<file path="src/rtl/mem_port_arbiter.sv">
// ----------------------------------------------------------------------------
// mem_port_arbiter
//
// Shares one unified memory port between the IF stage (instruction fetch) and
// the MEM stage (load/store). A registered FSM (IDLE, BUSY_I, BUSY_D) grants
// the port, holds the memory command stable until mem_ready, and returns the
// read data with a one-cycle done pulse to the winning requester. The stall
// outputs feed the hazard control unit.
//
// Arbitration (IDLE only): D beats I unless I has waited through STARVE_LIMIT
// consecutive D grants. A requester whose done pulse is high this cycle is
// masked, so its still-asserted level request is not granted twice.
//
// Parameters
//   WORD_SIZE     width of address and data
//   STARVE_LIMIT  D grants allowed while IF waits (0 = strict D priority, max 7)
//
// Ports
//   clk, reset                      rising-edge clock, async active-high reset
//   i_req, i_addr                   IF fetch request (level) and address
//   i_done, i_rdata, i_stall        IF completion pulse, data, stall
//   d_read, d_write, d_addr,        MEM load/store request (level), address,
//   d_wdata                         store data (read+write = write)
//   d_done, d_rdata, d_stall        MEM completion pulse, load data, stall
//   mem_read, mem_write,            memory command, held until mem_ready
//   mem_addr, mem_wdata
//   mem_rdata, mem_ready            memory response (one-cycle ready)
//
// Configuration
//   MEM_PORT_ARB_STATS_EN           when defined, adds the 16-bit wrapping
//                                   counters stat_i_grants, stat_d_grants and
//                                   stat_conflicts as extra output ports.
// ----------------------------------------------------------------------------
module mem_port_arbiter #(
  parameter int unsigned WORD_SIZE    = 16,
  parameter int unsigned STARVE_LIMIT = 4
) (
  input  logic                 clk,
  input  logic                 reset,
  // IF requester
  input  logic                 i_req,
  input  logic [WORD_SIZE-1:0] i_addr,
  output logic                 i_done,
  output logic [WORD_SIZE-1:0] i_rdata,
  output logic                 i_stall,
  // MEM requester
  input  logic                 d_read,
  input  logic                 d_write,
  input  logic [WORD_SIZE-1:0] d_addr,
  input  logic [WORD_SIZE-1:0] d_wdata,
  output logic                 d_done,
  output logic [WORD_SIZE-1:0] d_rdata,
  output logic                 d_stall,
  // memory port
  output logic                 mem_read,
  output logic                 mem_write,
  output logic [WORD_SIZE-1:0] mem_addr,
  output logic [WORD_SIZE-1:0] mem_wdata,
  input  logic [WORD_SIZE-1:0] mem_rdata,
  input  logic                 mem_ready
`ifdef MEM_PORT_ARB_STATS_EN
  ,
  output logic [15:0]          stat_i_grants,
  output logic [15:0]          stat_d_grants,
  output logic [15:0]          stat_conflicts
`endif
);

  localparam int unsigned STREAK_W = 3;
  localparam logic [STREAK_W-1:0] STREAK_MAX = STREAK_W'(STARVE_LIMIT);
  localparam logic STARVE_ON = (STARVE_LIMIT != 0);

  typedef enum logic [1:0] {
    ST_IDLE   = 2'd0,
    ST_BUSY_I = 2'd1,
    ST_BUSY_D = 2'd2
  } state_t;

  state_t                r_state;
  logic [STREAK_W-1:0]   r_streak;
  logic                  r_i_done;
  logic                  r_d_done;
  logic [WORD_SIZE-1:0]  r_i_rdata;
  logic [WORD_SIZE-1:0]  r_d_rdata;
  logic                  r_mem_read;
  logic                  r_mem_write;
  logic [WORD_SIZE-1:0]  r_mem_addr;
  logic [WORD_SIZE-1:0]  r_mem_wdata;

  logic w_idle;
  logic w_d_req;
  logic w_i_pend;
  logic w_d_pend;
  logic w_starve;
  logic w_grant_d;
  logic w_grant_i;

  // Request qualification: a requester in its done cycle is masked.
  assign w_idle   = (r_state == ST_IDLE);
  assign w_d_req  = d_read | d_write;
  assign w_i_pend = i_req & ~r_i_done;
  assign w_d_pend = w_d_req & ~r_d_done;

  // IF has waited long enough; it overrides the default D priority once.
  assign w_starve  = STARVE_ON & w_i_pend & (r_streak == STREAK_MAX);
  assign w_grant_d = w_idle & w_d_pend & ~w_starve;
  assign w_grant_i = w_idle & w_i_pend & ~w_grant_d;

  // Arbitration FSM with registered memory command and completion outputs.
  always_ff @(posedge clk or posedge reset) begin
    if (reset) begin
      r_state     <= ST_IDLE;
      r_i_done    <= 1'b0;
      r_d_done    <= 1'b0;
      r_i_rdata   <= '0;
      r_d_rdata   <= '0;
      r_mem_read  <= 1'b0;
      r_mem_write <= 1'b0;
      r_mem_addr  <= '0;
      r_mem_wdata <= '0;
    end else begin
      r_i_done <= 1'b0;
      r_d_done <= 1'b0;
      case (r_state)
        ST_IDLE: begin
          if (w_grant_d) begin
            r_state     <= ST_BUSY_D;
            r_mem_addr  <= d_addr;
            r_mem_wdata <= d_wdata;
            // read+write together is a store
            r_mem_write <= d_write;
            r_mem_read  <= ~d_write;
          end else if (w_grant_i) begin
            r_state     <= ST_BUSY_I;
            r_mem_addr  <= i_addr;
            r_mem_read  <= 1'b1;
            r_mem_write <= 1'b0;
          end
        end
        ST_BUSY_I: begin
          if (mem_ready) begin
            r_state    <= ST_IDLE;
            r_mem_read <= 1'b0;
            r_i_done   <= 1'b1;
            r_i_rdata  <= mem_rdata;
          end
        end
        ST_BUSY_D: begin
          if (mem_ready) begin
            r_state     <= ST_IDLE;
            r_mem_read  <= 1'b0;
            r_mem_write <= 1'b0;
            r_d_done    <= 1'b1;
            // stores leave the last load data untouched
            if (r_mem_read) begin
              r_d_rdata <= mem_rdata;
            end
          end
        end
        default: begin
          r_state     <= ST_IDLE;
          r_mem_read  <= 1'b0;
          r_mem_write <= 1'b0;
        end
      endcase
    end
  end

  // Consecutive D grants taken while IF is requesting; saturates at the limit.
  always_ff @(posedge clk or posedge reset) begin
    if (reset) begin
      r_streak <= '0;
    end else if (w_grant_i) begin
      r_streak <= '0;
    end else if (w_idle && !i_req) begin
      r_streak <= '0;
    end else if (w_grant_d && i_req && (r_streak < STREAK_MAX)) begin
      r_streak <= r_streak + STREAK_W'(1);
    end
  end

`ifdef MEM_PORT_ARB_STATS_EN
  localparam int unsigned STAT_W = 16;

  logic [STAT_W-1:0] r_stat_i_grants;
  logic [STAT_W-1:0] r_stat_d_grants;
  logic [STAT_W-1:0] r_stat_conflicts;
  logic              w_conflict;

  // Both requesters competing in an arbitration cycle.
  assign w_conflict = w_idle & w_i_pend & w_d_pend;

  // Wrapping grant and conflict counters.
  always_ff @(posedge clk or posedge reset) begin
    if (reset) begin
      r_stat_i_grants  <= '0;
      r_stat_d_grants  <= '0;
      r_stat_conflicts <= '0;
    end else begin
      if (w_grant_i) begin
        r_stat_i_grants <= r_stat_i_grants + STAT_W'(1);
      end
      if (w_grant_d) begin
        r_stat_d_grants <= r_stat_d_grants + STAT_W'(1);
      end
      if (w_conflict) begin
        r_stat_conflicts <= r_stat_conflicts + STAT_W'(1);
      end
    end
  end

  assign stat_i_grants  = r_stat_i_grants;
  assign stat_d_grants  = r_stat_d_grants;
  assign stat_conflicts = r_stat_conflicts;
`endif

  assign i_done    = r_i_done;
  assign i_rdata   = r_i_rdata;
  assign d_done    = r_d_done;
  assign d_rdata   = r_d_rdata;
  assign mem_read  = r_mem_read;
  assign mem_write = r_mem_write;
  assign mem_addr  = r_mem_addr;
  assign mem_wdata = r_mem_wdata;

  // Stalls follow the live request and release in the done cycle.
  assign i_stall = i_req & ~r_i_done;
  assign d_stall = w_d_req & ~r_d_done;

endmodule

</file>
<file path="config.mk">
export PLATFORM = sky130hd
export DESIGN_NAME = mem_port_arbiter
export DESIGN_NICKNAME = d
export VERILOG_FILES = /design/src/rtl/mem_port_arbiter.sv
export SDC_FILE = /design/constraint.sdc
export NUM_CORES = 1
export LEC_CHECK = 0
export BUFFER_PORTS_ARGS = -buffer_cell sky130_fd_sc_hd__buf_2
export CORE_MARGIN = 5
export CORE_UTILIZATION = 45
export DETAILED_ROUTE_END_ITERATION = 6
export MAX_ROUTING_LAYER = met4
export PLACE_DENSITY = 0.74
export SLEW_MARGIN = 20
export SYNTH_ARGS = -nofsm -noshare
export SYNTH_HDL_FRONTEND = slang
export SYNTH_SLANG_ARGS = --single-unit
</file>
<file path="constraint.sdc">
create_clock -name clk -period 2.4 [get_ports clk]
set_input_delay 0.12 -clock clk [delete_from_list [all_inputs] [get_ports clk]]
set_output_delay 0.12 -clock clk [all_outputs]
set_load 0.05 [all_outputs]
</file>
==> impl_metrics.json <==
{
  "status": "completed",
  "antenna_found_initial": 0,
  "setup_slack_ns": 0.371,
  "fillerInstances": 528,
  "clock-skew-final_ns": 0.00692,
  "synth_ff_type": "dfrtp_1",
  "setup-violations-final": 0,
  "final_util": 0.646,
  "nets": 496,
  "rows": 30,
  "die_x_um": 92.3,
  "multi_input_area_sq_mm": 0.00111,
  "crit_required_ns": 2.67,
  "end_kind": "flip-flop",
  "die_area_sq_mm": 0.00852,
  "timing.fmax_ghz": 0.493,
  "netlist-cell-type-count": 30,
  "critPathArrivalTime_ns": 2.30,
  "place_congestion": 0.750,
  "dp_hpwl_mm": 5.51,
  "grt_pass1_wl_mm": 12.9,
  "slew_headroom": 0.463,
  "drive_gt1_frac": 0.462,
  "cts_buffers": 9,
  "ys_ff_latch": 73,
  "syn_area_sq_mm": 0.00305,
  "use_met1": 0.234,
  "grt.busiest_layer": "met2",
  "cp_max_fo": 15,
  "fin_crit_ns": 2.03,
  "setup_tns_ns": 0,
  "ys_seq_area_frac": 0.599,
  "hold_depth": 2,
  "finish.instance_area_sq_mm": 0.00432,
  "worst_pin_slew_ns": 0.803,
  "clk_pin_slew_ns": 0.07,
  "antenna_cells": 0,
  "hp-start": "mem_rdata[3]",
  "synth-edff-count": 0,
  "cts_max_level": 3,
  "clockBufferDepth": 2,
  "clock_latency_ns": 0.33,
  "rsz0062_at_grt": "false",
  "grt_pass1_vias": 2714,
  "worstHoldEndpoint": "d_rdata[3]",
  "synthesis.instances": 248,
  "grt.overflow.total": 0,
  "drc_errors": 0,
  "placed_cell_area_sq_mm": 0.00381,
  "syn_nets": 323,
  "grt_usage": 0.196,
  "grt_max_degree": 33,
  "ios": 140,
  "initial_core_util": 0.456,
  "r2r_slack_ns": 0.37,
  "drtIter0Drc": 74,
  "ctsResizeCount": 0,
  "synthArstFlopShare": 1.00,
  "holdCritPathClass": "in2reg",
  "critPathKind": "reg2reg",
  "syn_to_final_growth_pct": 41.6,
  "worstSetupStartpointType": "flip-flop",
  "post_drt_wl_per_cell_um": 15.6,
  "pre_cts_ws_ns": 0.405,
  "clock-sinks": 73,
  "reg2reg_from": "r_streak[0]",
  "vias": 2517,
  "die_h_um": 92.3,
  "firstDrtPassIters": 4,
  "max-cap-violations": 0,
  "mostFrequentLayoutCells": "139 x buf_2, 73 x dfrtp_1, 56 x nand2_1",
  "post_cts_buffers": 0,
  "finalHoldViolCount": 0,
  "yosys_warnings": 0,
  "use_met2": 0.331,
  "layout_commonest_cell": "buf_2",
  "coreArea_sq_mm": 0.00668,
  "slew_viol_final": 0,
  "synth.avg_cell_area_sq_um": 12.3,
  "rr_worst_depth": 6,
  "cts-root-buf": "clkbuf_8",
  "drtAntennaViolNets": 0,
  "drt_wl_total_mm": 7.91,
  "cts_tree": "done",
  "cts_hold_buf": 29,
  "regArea_sq_mm": 0.00183,
  "r2r-end": "mem_addr[2]",
  "use_met3": 0.0366,
  "port_buffers": 139,
  "finalCritPeriodShare": 0.845,
  "viasPerCell": 4.97
}
==> how the worst max path moves through the flow <==
stage	start	end	slack [ns]
after floorplan	reset	d_done	0.43
after global placement	r_streak[0]	mem_addr[8]	0.47
after detailed placement	r_streak[0]	mem_addr[2]	0.40
after CTS	r_streak[0]	mem_addr[10]	0.39
after global routing	r_streak[0]	mem_addr[2]	0.21
final	r_streak[0]	mem_addr[2]	0.37
==> cells in the mapped netlist (2+ instances only) <==
library cell	count	area share
a21o_1	13	0.032
buf_2	6	0.0098
inv_1	9	0.011
buf_4	2	0.0049
dfrtp_1	73	0.60
nor2_1	5	0.0062
a21oi_1	5	0.0082
buf_6	3	0.011
nand2_1	56	0.069
mux2i_1	5	0.016
a22o_1	12	0.034
o21ai_0	6	0.0098
mux2_2	32	0.12
ha_1	5	0.021
==> worst max-delay path, cell delays in order, from the launching register on <==
cell and delay (ns):
dfrtp_1 0.41, inv_1 0.07, ha_1 0.14, nand2_1 0.13, o211a_4 0.35, nor2_1 0.64, a21o_1 0.22
==> cell families after synthesis <==
kind of cell | after synthesis | synth area share
flops | 73 | 0.599
fa+ha+maj | 5 | 0.0205
mux | 37 | 0.135
buf+inv | 21 | 0.0382
simple gates | 66 | 0.0890
compound gates | 45 | 0.116
xor+xnor | 1 | 0.00287
==> layer usage <==
metal,share of wire,vias to the layer above
li1,-,1191
met1,0.42,1198
met2,0.50,113
met3,0.064,15
met4,0.018,0
met5,0,-
==> sequential cells by signal, indices dropped and copies added (netlist names) <==
| name | cells |
|---|---|
| mem_write | 1 |
| d_rdata | 16 |
| mem_read | 1 |
| mem_wdata | 16 |
| d_done | 1 |
| r_streak | 3 |
| r_state | 2 |
| mem_addr | 16 |
| i_done | 1 |
| i_rdata | 16 |
==> area by class of cell <==
type,instances,area share
well taps,80,0.0232
inverters,9,0.00782
repair buffers,174,0.239
flip-flops and latches,73,0.423
clock buffers,11,0.0327
clock inverters,5,0.0183
multi-input cells,154,0.256
==> through the flow <==
step	hold WS, ns	instances
global route	0.0220	506
floorplan	0.225	248
finish	0.0325	506
detailed placement	0.201	461
CTS	0.0171	506
global placement	0.197	461
Power is not shown: default switching activity piles up to over one toggle a cycle in this logic, so the estimate is an artifact.
